===== src/rtl/periodic_sender_if.sv =====
// NAP data-stream link: single-beat messages with valid/ready handshake.
// The tx modport is the source side, rx the sink side.
interface t_DATA_STREAM;
  logic         valid;
  logic         ready;
  logic [255:0] data;
  logic [3:0]   dest_id;
  logic         sop;
  logic         eop;

  modport tx (output valid, data, dest_id, sop, eop, input ready);
  modport rx (input valid, data, dest_id, sop, eop, output ready);
endinterface


===== src/rtl/periodic_sender.sv =====
// Periodic/button-triggered message source: each trigger bumps an 8-bit count,
// queues it in a small FIFO, and a two-state TX machine streams it onto the NAP.
module periodic_sender #(
  parameter logic [31:0] PERIOD_CYCLES = 32'd100_000_000,
  parameter int          DEST_ID       = 0,
  parameter int          FIFO_DEPTH    = 4
) (
  input  logic       clk,
  input  logic       reset,
  input  logic       enable,
  input  logic       button_n,
  output logic [7:0] count,
  output logic [7:0] dropped,
  t_DATA_STREAM.tx   nap
);

  localparam int PTR_W = $clog2(FIFO_DEPTH);

  typedef enum logic {IDLE, SEND} state_t;

  state_t           state, next_state;
  logic             btn_sync1, btn_sync2, pressed_d, btn_pulse;
  logic [31:0]      timer;
  logic             tick, trigger;
  logic [7:0]       mem [FIFO_DEPTH];
  logic [PTR_W-1:0] wr_ptr, rd_ptr;
  logic [PTR_W:0]   fill;
  logic             empty, full, push, pop;
  logic [7:0]       out_data;

  // Synchronizers idle at the released level; the press pulse is registered.
  always_ff @(posedge clk or posedge reset) begin
    if (reset) begin
      btn_sync1 <= 1'b1;
      btn_sync2 <= 1'b1;
      pressed_d <= 1'b0;
      btn_pulse <= 1'b0;
    end else begin
      btn_sync1 <= button_n;
      btn_sync2 <= btn_sync1;
      pressed_d <= ~btn_sync2;
      btn_pulse <= ~btn_sync2 & ~pressed_d;
    end
  end

  assign tick = enable && (timer == PERIOD_CYCLES - 32'd1);

  always_ff @(posedge clk or posedge reset) begin
    if (reset)
      timer <= '0;
    else if (!enable || tick)
      timer <= '0;
    else
      timer <= timer + 32'd1;
  end

  assign trigger = tick | btn_pulse;
  assign empty   = (fill == '0);
  assign full    = (fill == (PTR_W+1)'(FIFO_DEPTH));
  assign pop     = !empty && ((state == IDLE) || nap.ready);
  // A full FIFO still accepts a push when the same cycle frees a slot.
  assign push    = trigger && (!full || pop);

  always_ff @(posedge clk or posedge reset) begin
    if (reset) begin
      count   <= '0;
      dropped <= '0;
    end else if (trigger) begin
      count <= count + 8'd1;
      if (!push && dropped != 8'hFF)
        dropped <= dropped + 8'd1;
    end
  end

  always_ff @(posedge clk) begin
    if (push)
      mem[wr_ptr] <= count + 8'd1;
  end

  always_ff @(posedge clk or posedge reset) begin
    if (reset) begin
      wr_ptr <= '0;
      rd_ptr <= '0;
      fill   <= '0;
    end else begin
      if (push)
        wr_ptr <= wr_ptr + 1'b1;
      if (pop)
        rd_ptr <= rd_ptr + 1'b1;
      case ({push, pop})
        2'b10:   fill <= fill + 1'b1;
        2'b01:   fill <= fill - 1'b1;
        default: fill <= fill;
      endcase
    end
  end

  always_ff @(posedge clk or posedge reset) begin
    if (reset)
      out_data <= '0;
    else if (pop)
      out_data <= mem[rd_ptr];
  end

  always_ff @(posedge clk or posedge reset) begin
    if (reset)
      state <= IDLE;
    else
      state <= next_state;
  end

  always_comb begin
    next_state = state;
    case (state)
      IDLE:    if (!empty) next_state = SEND;
      SEND:    if (nap.ready && empty) next_state = IDLE;
      default: next_state = IDLE;
    endcase
  end

  // The beat is held in out_data, so valid depends only on state.
  always_comb begin
    nap.valid      = (state == SEND);
    nap.sop        = (state == SEND);
    nap.eop        = (state == SEND);
    nap.dest_id    = 4'(DEST_ID);
    nap.data       = '0;
    nap.data[7:0]  = out_data;
  end

endmodule


===== src/flat_wrapper.sv =====
// flat-port wrapper written by rule: the top's interface ports become plain ports
module periodic_sender_flat 
#(
  parameter logic [31:0] PERIOD_CYCLES = 32'd100_000_000,
  parameter int          DEST_ID       = 0,
  parameter int          FIFO_DEPTH    = 4
)
  (clk, reset, enable, button_n, count, dropped, nap_valid, nap_data, nap_dest_id, nap_sop, nap_eop, nap_ready);
  t_DATA_STREAM nap_i ();
  input  logic clk;
  input  logic reset;
  input  logic enable;
  input  logic button_n;
  output logic [7:0] count;
  output logic [7:0] dropped;
  output wire logic [$bits(nap_i.valid)-1:0] nap_valid;
  output wire logic [$bits(nap_i.data)-1:0] nap_data;
  output wire logic [$bits(nap_i.dest_id)-1:0] nap_dest_id;
  output wire logic [$bits(nap_i.sop)-1:0] nap_sop;
  output wire logic [$bits(nap_i.eop)-1:0] nap_eop;
  input wire logic [$bits(nap_i.ready)-1:0] nap_ready;
  assign nap_valid = nap_i.valid;
  assign nap_data = nap_i.data;
  assign nap_dest_id = nap_i.dest_id;
  assign nap_sop = nap_i.sop;
  assign nap_eop = nap_i.eop;
  assign nap_i.ready = nap_ready;
  periodic_sender #(.PERIOD_CYCLES(PERIOD_CYCLES), .DEST_ID(DEST_ID), .FIFO_DEPTH(FIFO_DEPTH)) u_core (.clk(clk), .reset(reset), .enable(enable), .button_n(button_n), .count(count), .dropped(dropped), .nap(nap_i));
endmodule

===== config.mk =====
export PLATFORM = sky130hd
export DESIGN_NAME = periodic_sender_flat
export DESIGN_NICKNAME = d
export VERILOG_FILES = /design/src/rtl/periodic_sender_if.sv /design/src/rtl/periodic_sender.sv /design/src/flat_wrapper.sv
export SDC_FILE = /design/constraint.sdc
export NUM_CORES = 1
export LEC_CHECK = 0
export CAP_MARGIN = 10
export CORE_AREA = 5 5 127 129
export CTS_BUF_LIST = sky130_fd_sc_hd__clkbuf_8
export CTS_CLUSTER_SIZE = 40
export DETAILED_ROUTE_END_ITERATION = 10
export DIE_AREA = 0 0 132 134
export PLACE_DENSITY = 0.83
export SETUP_SLACK_MARGIN = 0.3
export SLEW_MARGIN = 5
export SYNTH_ARGS = -nofsm -noshare
export SYNTH_HDL_FRONTEND = slang
export SYNTH_SLANG_ARGS = --single-unit
export TNS_END_PERCENT = 20

===== constraint.sdc =====
create_clock -name clk -period 3.8 [get_ports clk]
set_clock_uncertainty 0.2 [all_clocks]
set_input_delay 0.76 -clock clk [delete_from_list [all_inputs] [get_ports clk]]
set_output_delay 0.76 -clock clk [all_outputs]
set_load 0.05 [all_outputs]

* After elaboration in Yosys (flattened, before gate mapping)
Memory sizes are Yosys's and may differ from the RTL's. A register that Yosys moved wholly into a read port is not among the register bits. Index checks and enable logic that the tools add are counted.
Word-level totals: register bits after elaboration 60, memories 1, output and inout bits 279, logic and storage cells 51, memory bits (writable) 32
Memory list:
- u_core.mem | depth 4, width 8, read ports 1, clocked after Yosys merged registers in 1, wr ports 1, line periodic_sender.sv:25 | logic [7:0] mem [FIFO_DEPTH];
Operators by class: bitwise logic cells 5, reduce and logical (&&, ||, !) cells 15, equal/unequal tests 5, muxes and demuxes 7, add/sub/neg operators 7
Operators by type and width (count):
- adder 32 x 1 -> 32 bit, second input constant | 1
- equality test 32 x 27 -> 1 bit, second input constant | 1
- 2-to-1 mux 32 bit | 1
- adder 8 x 1 -> 8 bit, second input constant | 2
- inequality test 8 bit, second input constant | 1
- case mux 3 bit (2 select lines) | 1
- logical AND 1 bit | 5
- adder 2 x 1 -> 2 bit, second input constant | 2
- zero test 1 bit | 4
- 2-to-1 mux 1 bit | 4
- adder 3 x 1 -> 3 bit, second input constant | 1
- equality test 3 bit, second input constant | 1
- zero test 3 bit | 1
- logical OR 1 bit | 3
- inverter 1 bit | 3
- subtractor 3 x 1 -> 3 bit, second input constant | 1
- equality test 2 x 1 -> 1 bit, second input constant | 1
- equality test 2 bit, second input constant | 1
- case mux 1 bit (2 select lines) | 1
- AND reduction 2 bit | 1
- nonzero test 2 bit | 1
- bitwise AND 1 bit | 1
- OR 1 bit | 1

* Depth between registers and ports, before layout
Gate-level depths: netlist of run 1.
depth in word-level cells 8, gate-level depth with buffers 11, mapped depth without buffers 9

* Least setup slack after synthesis of run 1
No wires, ideal clock.
path kind register to register, from register u_core.timer[25], to register u_core.fill[2], buffers on the path 1, slack 1.053 ns, data arrival time 2.467 ns, stages on the path, launching flop included 10, data required time 3.520 ns, path through dfrtp_1 > or4_4 > nor3_4 > a41o_1 > buf_2 > nor2_1 > fa_1 > and3_1 > mux2i_1 > xnor2_1
Between the ends: longest elaborated chain between the ends 6, elaborated cells on any way between the ends 8, those cells by class 3 x eq/ne; 1 x mux; 1 x bitwise; 3 x reduce/logical
Ends and longest elaborated chain:
- start: declaration | line periodic_sender.sv:23 | logic [31:0] timer;
- start signal: assignment | line periodic_sender.sv:54 | timer <= timer + 32'd1;
- equality test 32 x 27 -> 1 bit * | line periodic_sender.sv:46 | assign tick = enable && (timer == PERIOD_CYCLES - 32'd1);
- logical AND 1 bit * | line periodic_sender.sv:46
- OR 1 bit * | line periodic_sender.sv:57 | assign trigger = tick | btn_pulse;
- logical AND 1 bit * | line periodic_sender.sv:62 | assign push = trigger && (!full || pop);
- equality test 2 x 1 -> 1 bit / equality test 2 bit (equally long branches) | line periodic_sender.sv:90 | case ({push, pop})
- case mux 3 bit (2 select lines) / nonzero test 2 bit (equally long branches)
- end signal: assignment | line periodic_sender.sv:91 | 2'b10: fill <= fill + 1'b1;
- end signal: assignment | line periodic_sender.sv:92 | 2'b01: fill <= fill - 1'b1;
- end signal: assignment | line periodic_sender.sv:93 | default: fill <= fill;
- end: declaration | line periodic_sender.sv:27 | logic [PTR_W:0] fill;
Mark *: on every way between the ends. The rest lies on a longest branch, timed or not. A chain may end at the register's enable or synchronous reset.

* Worst setup path in the final report of run 1
from register u_core.timer[27], to register u_core.fill[2]
Same word-level chain as after synthesis.

==> results by stage, run 1 <==
Synth:
- Synthesis produced 624 cells.
- After synthesis the cells add up to 0.00639 mm².
- The synthesis-stage register bit count is 100.
- The number of warning messages in the yosys log is 0.
- Ranked by total cell area, the synthesized netlist is headed by sky130_fd_sc_hd__buf_4 30%, sky130_fd_sc_hd__dfrtp_1 26%, sky130_fd_sc_hd__edfxtp_1 15%.
- The area share of the largest cell type after synthesis is 29.8%.
- For this run, the register share of the synthesized area comes to 41.7%.
- The top cell type by total area after synthesis is sky130_fd_sc_hd__buf_4.
- Each instance of the synthesized netlist takes up on average 10.2 µm².
- The number of distinct standard cells referenced by the synthesized netlist is 44.

Floorplanning:
- The die extent in y is approximately 130 µm.
- The number of placement rows is 45.
- The overall die area is approximately 0.018 mm².
- The core area is around 0.015 mm².
- The horizontal extent of the die is 132 µm.
- The total I/O pin count is 284.
- The starting density of the core is ~43%.

Drt:
- The first routing iteration left 204 violations.
- The total wire length is 10100 µm.
- Dividing the detail-routed via count by the number of cells gives 3.99.
- For this block, the via count after detailed routing is 3375.
- The detail route stage leaves a number of antenna-violating nets equal to 0.
- The post-route DRC violation count is 0.
- In the final routed layout, each cell accounts on average for 12.0 µm.
- The first TritonRoute pass finished after 5 iterations.

Power:
- The maximum ir drop on the vdd rail is between 400 and 500 µV.
- The analysis attributes to net switching a power of 0.00175 W.
- Per report_power, the clock group accounts for 19.3% of the total.
- Summed over all cells, the static leakage comes to 2.92 nW.
- Power spread over the standard cell area amounts to 626 mW/mm².
- The combinational fraction of design power is 41.4%.
- Of the total power, the share spent switching nets is 45.3%.
- The internal cell power is 0.00211 W.
- Registers are responsible for about 39% of the overall power.

Timing:
- Setup repair after global routing left no endpoint under its margin.
- The post-route clock period utilization is 78.3%.
- At the pin with the least slew margin, the transition time is 0.960 ns.
- The count of pins over their slew limit is 0.
- Measured against its own limit, the worst slew margin works out to 35.9%.
- The final period demand of the worst path is 2.98 ns.
- In the final timing run, aggregate negative setup slack is 0 ns.
- The maximum operating frequency is 336 MHz.
- The number of hold violations in the final report was 0.
- The count of endpoints failing setup in the final report is 0.

Global routing:
- For this run, the total global-route usage over all layers was measured as 10.5%.
- For met2 alone, demand over resource in global routing was 18.6%.
- The global routing met3 resource utilization is 1.91%.
- The global-route wire length before repair is 15400 µm.
- The number of antenna violations at the first check in global routing came to 0.
- For this run, global-route usage on met1 was measured as 12.5%.
- Entering global routing, the biggest net connects 69 pins.
- After global routing, the most crowded layer is met2.
- The number of global-route vias before repair came to between 3000 and 4000.
- For this run the aggregate overflow at the end of global routing stands at 0.

CTS:
- The tree built by TritonCTS fans out to 100 sinks.
- Once the clock tree was built, the resizer swapped 0 gates to a different size.
- The post-CTS clock slew at the launch and capture registers of the worst setup and hold paths is approximately 0.10 ns.
- In this run the deepest clock path goes through 2 buffers.
- TritonCTS built the clock tree.
- The H-tree generated during clock tree synthesis spans 3 levels.
- The number of CTS-inserted buffers is 9.
- The cell chosen for the clock root is sky130_fd_sc_hd__clkbuf_8.
- The total of hold buffers inserted after clock tree synthesis is 0.
- The number of setup buffers added after CTS is 0.
- The clock network latency to the later pin of the worst-skew pair is 0.36 ns.

Final layout:
- The layout cell share with drive strength beyond 1 is 5.78%.
- From synthesis to final layout, the design area changed by -3.68%.
- The non-filler instance count after layout is ~850.
- At the end of the flow, the number of nets in the layout was ~670.
- The most common cell after layout, fill and taps aside is sky130_fd_sc_hd__conb_1.
- The total inserted antenna cells is 0.
- The library cells used most frequently in the layout, excluding fill and tap cells, are 252 x sky130_fd_sc_hd__conb_1, 66 x sky130_fd_sc_hd__dfrtp_1, 47 x sky130_fd_sc_hd__nand2_1.

Worst setup path:
- In this run the worst setup path begins at u_core.timer[27]$_DFF_PP0_.
- The signal arrival time at the worst endpoint is 3.07 ns.
- The biggest fanout along the worst timing path is 13.
- STA classifies the critical path endpoint as a register.
- Setup slack on the worst reg-to-reg path comes out at 0.82 ns.
- The critical path class is register to register.
- The worst setup path is launched from a register.
- The startpoint of the worst-slack reg-to-reg timing path is u_core.timer[27]$_DFF_PP0_.
- The required time of the critical path is 3.89 ns.

Min path:
- The worst hold path begins at u_core.btn_sync1$_DFF_PP1_.
- The worst hold path belongs to the class register to register.

Run:
- The tool flagged a number of max-cap violations equal to 0.

Place:
- The placed cell count is 830.
- The count of buffers added on input and output ports is 31.
- At the end of routability-driven placement, the weighted congestion stood at 0.755.
- The detailed placer's ending HPWL is 7570 µm.

Outcome:
- The run finished with clean final reports.
==> worst paths after layout <==
path	to	depth (start not counted)
worst max-delay path	u_core.fill[2]$_DFFE_PP0P_	8
worst min-delay path	u_core.btn_sync2$_DFF_PP1_	0
worst max register to register	u_core.fill[2]$_DFFE_PP0P_	8
worst min register to register	u_core.btn_sync2$_DFF_PP1_	0
max in group asynchronous	u_core.out_data[7]$_DFFE_PP0P_	3
min in group asynchronous	u_core.timer[10]$_DFF_PP0_	3
==> cells by family after synthesis <==
logic type	synth area share [%]
other	0.0587
XOR/XNOR	7.40
adder cells (fa/ha/maj)	1.68
AO/OA/AOI/OAI	1.10
AND/OR/NAND/NOR	13.3
multiplexers	3.48
flip-flops	41.7
buffers and inverters	31.3
==> flip-flops by register name (all words and copies together), names as in the netlist <==
name and flops:
u_core.mem 32, u_core.timer 32, u_core.count 8, u_core.dropped 8
u_core.out_data 8, u_core.fill 3, u_core.rd_ptr 2, u_core.wr_ptr 2
u_core.btn_pulse 1, u_core.btn_sync1 1, u_core.btn_sync2 1, u_core.nap.eop 1
u_core.pressed_d 1
==> power by group through the flow <==
stage | Combinational, W | Clock [W] | Sequential, W
after floorplan | 0.00124 | 0 | 0.00175
after global placement | 0.00155 | 0 | 0.00153
after detailed placement | 0.00159 | 0 | 0.00154
after CTS | 0.00159 | 0.000760 | 0.00152
after global routing | 0.00169 | 0.000803 | 0.00154
final | 0.00160 | 0.000743 | 0.00151
==> per-stage QoR <==
step | cell area (µm²) | setup slack, ns | power (W) | utilization [%] | hold WS [ns]
finish | 6160 | 0.823 | 0.00385 | 41.3 | 0.159
global route | 6160 | 0.658 | 0.00404 | 41.3 | 0.164
CTS | 6160 | 0.816 | 0.00387 | 41.3 | 0.161
detailed placement | 5930 | 0.692 | 0.00312 | 39.8 | 0.148
global placement | 5930 | 0.707 | 0.00308 | 39.8 | 0.146
floorplan | 7330 | 1.05 | 0.00299 | - | 0.145
==> worst max-delay path: stages, from the launching register on <==
cell and delay, ns:
sky130_fd_sc_hd__dfrtp_1 0.43, sky130_fd_sc_hd__or4_4 0.54, sky130_fd_sc_hd__nor3_4 0.27, sky130_fd_sc_hd__a41o_1 0.49, sky130_fd_sc_hd__nor2_1 0.12, sky130_fd_sc_hd__fa_1 0.40
sky130_fd_sc_hd__and3_1 0.16, sky130_fd_sc_hd__mux2i_1 0.16, sky130_fd_sc_hd__xnor2_1 0.14
==> area by class of cell <==
| type | count | area (µm²) |
|---|---|---|
| fill | 1397 | 8760 |
| multi-input combinational | 499 | 2670 |
| sequential | 100 | 2670 |
| timing repair buffer | 33 | 325 |
| tap | 188 | 235 |
| clock buffer | 9 | 124 |
| clock inverter | 7 | 100 |
| inverter | 10 | 37.5 |
==> cell usage after synthesis (all sizes together) <==
cell and count:
and2 3, nand4 3, o22ai 1, xnor2 33, and3 11, nor3 11
xor2 21, nor2 43, nor4b 4, a41oi 1, edfxtp 32, fa 1
or3 1, or4 1, buf 257, nand2b 1, nand2 47, o21bai 1
dfstp 2, nor4 9, nand3 22, o21ai 1, or3b 1, conb 1
a21oi 1, and4 6, o41ai 1, ha 7, a41o 1, dfrtp 66
mux2 2, mux4 8, clkbuf 9, inv 10, or2 1, nor2b 1
nor3b 1, mux2i 2
==> layer usage <==
| layer | routed length (µm) | vias to the layer above |
|---|---|---|
| met5 | 0 | - |
| met4 | 175 | 0 |
| met3 | 860 | 12 |
| met2 | 5510 | 159 |
| met1 | 3600 | 1617 |
| li1 | - | 1587 |
Note: power is estimated with default switching activity, not from simulation.
==> run 2, diff against run 1 <==
- clock period: 3.8 -> 2.8 ns (I/O delays scaled with it)
==> run 2 against run 1 <==
Net effect:
- first-iteration DRC count decreased by 0.49%
- final area increased by 2.4%
- via count increased by 2.0%
- wire length increased by 1.2%
- total power increased by 33%
- register-to-register slack got worse by 0.54 ns
==> results by stage, run 2 (synthesized netlist as in run 1, its figures left out) <==
Global routing:
- The aggregate global routing overflow is 0 (unchanged).
- The number of global-route vias before repair is 3123 (was 3013).
- The number of antenna violations at the first check in global routing was 0 (unchanged).
- The global-route wire length before repair was 15600 µm (was 15400 µm).
- The global-route usage over all layers is 10.7% (was 10.5%).
- The pin count of the biggest net entering global routing was 69 (unchanged).

Min path:
- The worst min-delay path category was register to register (unchanged).

CTS:
- The TritonCTS clock tree is done (unchanged).
- The buffer depth of the longest clock path is 2 (unchanged).
- The total of hold buffers inserted after clock tree synthesis is 0 (unchanged).
- The clock network latency to the later pin of the worst-skew pair is 0.37 ns (was 0.36 ns).
- The number of clock sinks was 100 (unchanged).
- The cell chosen for the clock root is sky130_fd_sc_hd__clkbuf_8 (unchanged).
- The post-CTS clock slew at the launch and capture registers of the worst setup and hold paths is 0.09 ns (was 0.10 ns).
- The H-tree depth reported by CTS came to 3 (unchanged).
- The number of CTS-inserted buffers is 9 (unchanged).

Place:
- The detailed placer's ending HPWL came to 7940 µm (was 7570 µm).
- The count of port buffers added during placement is 31 (unchanged).
- The placed cell count is 841 (was 830).
- The weighted congestion reported at the end of routability-driven placement is 0.808 (was 0.755).

Floorplanning:
- The horizontal extent of the die is 132 µm (unchanged).
- The die extent in y is 134 µm (unchanged).
- The number of placement rows was 45 (unchanged).
- The total I/O pin count is 284 (unchanged).
- The overall die area is 0.0177 mm² (unchanged).
- The core area is 0.0149 mm² (unchanged).
- The starting density of the core is 42.8% (unchanged).

Drt:
- The wire length per cell is 11.9 µm (was 12.0 µm).
- The post-route DRC violation count came to 0 (unchanged).
- The initial detailed-routing violation count is 203 (was 204).
- The post-detailed-route via-to-cell ratio came to 3.99 (about the same).
- The vias after detailed routing came to 3444 (was 3375).
- The detailed-routing iteration count for the pre-antenna-repair pass is 4 (was 5).
- The final antenna-violating net count is 0 (unchanged).
- The total wire length is 10300 µm (was 10100 µm).

Worst setup path:
- The worst reg2reg path depth is 8 (unchanged).
- The signal arrival time at the worst endpoint is 2.61 ns (was 3.07 ns).
- The startpoint of the worst-slack reg-to-reg timing path was u_core.timer[27]$_DFF_PP0_ (unchanged).
- The biggest fanout along the worst timing path was 3 (was 13).
- The capturing instance or port of the critical path is u_core.fill[2]$_DFFE_PP0P_ (unchanged).
- The destination of the worst register-to-register timing path is u_core.fill[2]$_DFFE_PP0P_ (unchanged).
- The maximum single-stage delay on the critical path is 0.53 ns (was 0.54 ns).
- Worst-path cell chain: or4_4, nor3_4, a41o_4, nor2_1, fa_2, and3_1, mux2i_1, xnor2_1 (was or4_4, nor3_4, a41o_1, nor2_1, fa_1, and3_1, mux2i_1, xnor2_1).
- The critical path's slowest cell was sky130_fd_sc_hd__or4_4 (unchanged).
- The required time of the critical path is 2.89 ns (was 3.89 ns).
- The kind of end point of the critical path is a register (unchanged).
- The startpoint kind of the worst setup timing path is a register (unchanged).
- The critical path class is register to register (unchanged).
- The worst setup slack for register-to-register paths was 0.28 ns (was 0.82 ns).
- The launch point of the critical path is u_core.timer[27]$_DFF_PP0_ (unchanged).

Final layout:
- The total inserted antenna cells is 0 (unchanged).
- The layout overhead on the synthesized area came to -1.37% (was -3.68%).
- Largest registers: u_core.mem x32, u_core.timer x32 (unchanged).
- The non-filler instance count after layout is 864 (was 846).
- The most common cell after layout, fill and taps aside is sky130_fd_sc_hd__conb_1 (unchanged).
- Top library cells by usage in the layout, fill and taps aside: 252 x sky130_fd_sc_hd__conb_1, 66 x sky130_fd_sc_hd__dfrtp_1, 47 x sky130_fd_sc_hd__nand2_1 (unchanged).
- The number of filler instances in the final layout is 1380 (was 1397).
- The net count of the finished layout came to 684 (was 666).
- The footprint of the multi-input gates came to 0.00270 mm² (was 0.00267 mm²).
- The layout cell share with drive strength beyond 1 is 9.32% (was 5.78%).
- The area of all sequential standard cells is 0.00267 mm² (unchanged).

Power:
- The areal power density over the cells is 814 mW/mm² (was 626 mW/mm²).
- The standby leakage power is 2.99 nW (was 2.92 nW).
- The maximum ir drop on the vdd rail is 514 µV (was 433 µV).
- The part of the power in the clock network is 17.4% (was 19.3%).
- The post-layout total power came to 0.00513 W (was 0.00385 W).
- The combinational fraction of design power is 42.6% (was 41.4%).
- The fraction of power spent switching nets is 45.8% (was 45.3%).
- The switching power summed over all nets is 0.00235 W (was 0.00175 W).
- The sequential share of power came to 40.0% (was 39.3%).
- The internal cell power is 0.00278 W (was 0.00211 W).

Timing:
- The number of hold violations in the final report came to 0 (unchanged).
- The transition time at the pin with the least slew margin is 0.590 ns (was 0.960 ns).
- The count of endpoints failing setup in the final report came to 0 (unchanged).
- The final total negative setup slack is 0 ns (unchanged).
- The post-route clock period utilization is 89.8% (was 78.3%).
- RSZ-0062 raised after global routing: true (was false).
- The final period demand of the worst path was 2.52 ns (was 2.98 ns).
- The maximum operating frequency was 398 MHz (was 336 MHz).
- The headroom to the max-slew limit came to 60.7% (was 35.9%).
- The count of pins over their slew limit was 0 (unchanged).

Run:
- The reported max-cap violation count was 0 (unchanged).

Outcome:
- Run status: complete, no violations (unchanged).
==> run 2: worst min-delay path by stage <==
stage	from	end	slack, ns	depth (start not counted)
2_1_floorplan	u_core.btn_sync1$_DFF_PP1_	u_core.btn_sync2$_DFF_PP1_	0.15	0
3_3_place_gp	u_core.btn_sync1$_DFF_PP1_	u_core.btn_sync2$_DFF_PP1_	0.15	0
3_5_place_dp	u_core.btn_sync1$_DFF_PP1_	u_core.btn_sync2$_DFF_PP1_	0.15	0
4_1_cts	u_core.btn_sync1$_DFF_PP1_	u_core.btn_sync2$_DFF_PP1_	0.16	0
5_1_grt	u_core.btn_sync1$_DFF_PP1_	u_core.btn_sync2$_DFF_PP1_	0.16	0
6_report	u_core.btn_sync1$_DFF_PP1_	u_core.btn_sync2$_DFF_PP1_	0.16	0
==> run 2: layout make-up <==
cell class,instances,share of cell area (%)
Sequential cell,100,42.3
Multi-Input combinational cell,499,42.8
Timing Repair Buffer,51,7.50
Inverter,10,0.595
Clock inverter,7,1.09
Tap cell,188,3.73
Clock buffer,9,1.97
==> run 2: layer usage <==
metal | track usage, % | part of all wire [%]
met3 | 2.36 | 8.5
met4 | 4.86 | 1.8
met5 | 0 | 0
met2 | 19.5 | 54
met1 | 12.0 | 36
==> run 2: power groups by stage <==
stage / registers [W] / logic (W) / clock network [W]
3_5_place_dp: 0.00209 / 0.00218 / 0
4_1_cts: 0.00206 / 0.00219 / 0.000916
3_3_place_gp: 0.00207 / 0.00213 / 0
2_1_floorplan: 0.00238 / 0.00168 / 0
6_report: 0.00205 / 0.00218 / 0.000892
5_1_grt: 0.00210 / 0.00232 / 0.000969
==> run 2: through the flow <==
step,hold slack (ns),setup WS [ns],cell area [µm²],util (%)
floorplan,0.145,0.207,7350,-
global placement,0.146,0.0805,6030,40.4
finish,0.158,0.285,6300,42.2
CTS,0.159,0.211,6280,42.1
global route,0.159,0.184,6300,42.2
detailed placement,0.147,0.0221,6030,40.4
==> run 2: what timing repair did <==
item                       CTS  global route
pin swaps                    3             3
setup buffers                5             2
setup endpoints to repair   26            35
resized for setup            3             5
==> run 2: critical path, delay by kind of cell, from the launching register on <==
family | cells | cell delay (ns)
adder cells (fa/ha/maj) | 1 | 0.33
multiplexers | 1 | 0.18
AND/OR/NAND/NOR | 4 | 0.94
flip-flops | 1 | 0.41
XOR/XNOR | 1 | 0.15
AO/OA/AOI/OAI | 1 | 0.24
==> run 3, diff against run 2 <==
- CORE_AREA: 5 5 127 129 -> 5 5 133 135
- DIE_AREA: 0 0 132 134 -> 0 0 138 140
- PLACE_DENSITY: 0.83 -> 0.79
- clock period: 2.8 -> 2.1 ns (I/O delays scaled with it)
==> run 3 against run 2 <==
Net effect:
- the run now ends with setup timing left
- setup slack worse by 0.63 ns
- final area is 9.4% higher
- cell count increased by 9.8%
- global-route usage about the same
- critical path depth did not move
- flip-flop and latch count unchanged
- wire length grew 9.2%
- combinational power increased by 42%
- worst hold slack worse by 0.012 ns
==> results by stage, run 3 (synthesized netlist as in run 1, its figures left out) <==
CTS:
- The cell chosen for the clock root was sky130_fd_sc_hd__clkbuf_8 (unchanged).
- The TritonCTS clock tree is done (unchanged).
- The number of CTS-inserted buffers was 9 (unchanged).
- The number of clock sinks is 100 (unchanged).
- The H-tree depth reported by CTS came to 3 (unchanged).
- The post-CTS clock slew at the launch and capture registers of the worst setup and hold paths is 0.09 ns (about the same).
- The buffer depth of the longest clock path is 2 (unchanged).
- The total of hold buffers inserted after clock tree synthesis is 0 (unchanged).
- The clock network latency to the later pin of the worst-skew pair is 0.37 ns (about the same).

Floorplanning:
- The overall die area is 0.0193 mm² (was 0.0177 mm²).
- The number of placement rows is 47 (was 45).
- The horizontal extent of the die is 138 µm (was 132 µm).
- The die extent in y is 140 µm (was 134 µm).
- The starting density of the core was 39.1% (was 42.8%).
- The core area is 0.0163 mm² (was 0.0149 mm²).
- The total I/O pin count is 284 (unchanged).

Timing:
- The final hold slack is 0.146 ns (was 0.158 ns).
- RSZ-0062 raised after global routing: true (unchanged).
- The final period demand of the worst path came to 2.44 ns (was 2.52 ns).
- The worst path setup slack after routing is -0.345 ns (was 0.285 ns).
- The post-route clock period utilization is 116% (was 89.8%).
- The number of hold violations in the final report was 0 (unchanged).
- The count of endpoints failing setup in the final report is 53 (was 0).
- The count of pins over their slew limit was 0 (unchanged).
- The maximum operating frequency is 409 MHz (was 398 MHz).

Min path:
- The worst min-delay path category is primary input to asynchronous set/reset pin (was register to register).

Final layout:
- Top library cells by usage in the layout, fill and taps aside: 252 x sky130_fd_sc_hd__conb_1, 86 x sky130_fd_sc_hd__buf_4, 65 x sky130_fd_sc_hd__dfrtp_1 (was 252 x sky130_fd_sc_hd__conb_1, 66 x sky130_fd_sc_hd__dfrtp_1, 47 x sky130_fd_sc_hd__nand2_1).
- The total inserted antenna cells is 0 (unchanged).
- The post-layout utilization of the core is 42.2% (about the same).
- The layout cell share with drive strength beyond 1 is 22.2% (was 9.32%).
- The layout overhead on the synthesized area is 7.87% (was -1.37%).
- The most common cell after layout, fill and taps aside is sky130_fd_sc_hd__conb_1 (unchanged).
- The final design area excluding fillers came to 0.00689 mm² (was 0.00630 mm²).
- The net count of the finished layout is 737 (was 684).
- Largest registers: u_core.mem x32, u_core.timer x32 (unchanged).

Drt:
- The initial detailed-routing violation count is 133 (was 203).
- The wire length per cell is 11.8 µm (was 11.9 µm).
- The post-route DRC violation count is 0 (unchanged).
- The met3 wire length came to 833 µm (was 877 µm).
- The uppermost layer routed was met4 (unchanged).
- The detailed-routing iteration count for the pre-antenna-repair pass is 4 (unchanged).
- The vias after detailed routing is 3716 (was 3444).
- The post-detailed-route via-to-cell ratio came to 3.92 (was 3.99).
- The routed metal-1 wirelength is 4080 µm (was 3660 µm).
- The total wire length was 11200 µm (was 10300 µm).
- The final antenna-violating net count came to 0 (unchanged).
- The amount of wire on met2 after detailed routing was 6030 µm (was 5540 µm).

Run:
- The reported max-cap violation count is 0 (unchanged).

Place:
- The post-place setup slack is -0.298 ns (was 0.0221 ns).
- The detailed placer's ending HPWL is 8610 µm (was 7940 µm).
- The placed standard-cell area is 0.00639 mm² (was 0.00603 mm²).
- The count of port buffers added during placement is 31 (unchanged).
- The weighted congestion reported at the end of routability-driven placement was 0.799 (was 0.808).

Global routing:
- The aggregate global routing overflow is 0 (unchanged).
- The global-route wire length before repair is 17200 µm (was 15600 µm).
- The pin count of the biggest net entering global routing is 37 (was 69).
- The global-route usage over all layers is 10.7% (about the same).
- The number of antenna violations at the first check in global routing is 0 (unchanged).
- The number of global-route vias before repair is 3473 (was 3123).

Power:
- The areal power density over the cells was 1050 mW/mm² (was 814 mW/mm²).
- The standby leakage power was 3.38 nW (was 2.99 nW).
- The maximum ir drop on the vdd rail was 696 µV (was 514 µV).

Worst setup path:
- The worst setup slack for register-to-register paths was -0.34 ns (was 0.28 ns).
- The kind of end point of the critical path is a register (unchanged).
- The signal arrival time at the worst endpoint is 2.32 ns (was 2.61 ns).
- The startpoint kind of the worst setup timing path is a register (unchanged).
- The critical path class is register to register (unchanged).
- The required time of the critical path was 1.98 ns (was 2.89 ns).
- The biggest fanout along the worst timing path is 8 (was 3).

Outcome:
- Run status: finished with violations (was complete, no violations).
- The final reports fail on setup timing.
## run 3: changes by cell type in the layout (fill, tap and decap cells not counted), moves of 4 or more
cell                              change
sky130_fd_sc_hd__nor2_2               +4
sky130_fd_sc_hd__nor2_1               -6
sky130_fd_sc_hd__and3_4               +4
sky130_fd_sc_hd__buf_4               +67
sky130_fd_sc_hd__buf_6               +10
sky130_fd_sc_hd__clkdlybuf4s50_1     -27
## run 3: final timing paths
check / from / to / depth (start not counted)
max: u_core.timer[29]$_DFF_PP0_ / u_core.mem[0][6]$_DFFE_PP_ / 8
min: reset / u_core.timer[17]$_DFF_PP0_ / 2
max reg2reg: u_core.timer[29]$_DFF_PP0_ / u_core.mem[0][6]$_DFFE_PP_ / 8
min reg2reg: u_core.btn_sync1$_DFF_PP1_ / u_core.btn_sync2$_DFF_PP1_ / 0
max in group asynchronous: reset / u_core.count[2]$_DFFE_PP0P_ / 3
min in group clk: u_core.btn_sync1$_DFF_PP1_ / u_core.btn_sync2$_DFF_PP1_ / 0
## run 3: cell type report
class	count	area, µm²
flip-flops and latches	100	2670
fillers	1548	9450
clock buffers	10	138
multi-input cells	499	2810
clock inverters	6	111
repair buffers	104	858
inverters	10	37.5
well taps	220	275
## run 3: per-stage QoR
| stage | TNS, ns | total power (W) | std cells |
|---|---|---|---|
| 5_1_grt | -19.35 | 0.00760 | 949 |
| 2_1_floorplan | -22.58 | 0.00541 | 875 |
| 3_3_place_gp | -8.34 | 0.00563 | 921 |
| 6_report | -14.59 | 0.00723 | 949 |
| 3_5_place_dp | -9.45 | 0.00570 | 921 |
| 4_1_cts | -8.70 | 0.00721 | 941 |
## run 3: repair_timing
| item | in CTS | in global routing |
|---|---|---|
| gates resized for setup | 18 | 23 |
| pin swaps | 11 | 5 |
| endpoints found under the setup margin | 87 | 92 |
| hold endpoints to repair | 0 | 0 |
| buffers inserted | 4 | 8 |
## run 3: power breakdown
part / total [W] / internal, W / leakage, nW / switching, W
Combinational: 0.00309 / 0.000805 / 2.07 / 0.00228
Sequential: 0.00268 / 0.00242 / 1.19 / 0.000262
Clock: 0.00146 / 0.000823 / 0.122 / 0.000641
## run 3: layer usage
metal  vias up  track usage [%]
met4         0             5.36
met5         -                0
met3        16             2.49
met2       154             18.8
li1       1741                -
met1      1805             12.4
## run 3: worst max-delay path, stage by stage (launching register included)
cell and delay [ns]:
sky130_fd_sc_hd__dfrtp_1 0.39, sky130_fd_sc_hd__or4_4 0.55, sky130_fd_sc_hd__nor3_4 0.13, sky130_fd_sc_hd__a41o_1 0.22, sky130_fd_sc_hd__buf_4 0.13, sky130_fd_sc_hd__buf_6 0.08, sky130_fd_sc_hd__buf_8 0.09, sky130_fd_sc_hd__buf_6 0.10
sky130_fd_sc_hd__and3_4 0.26
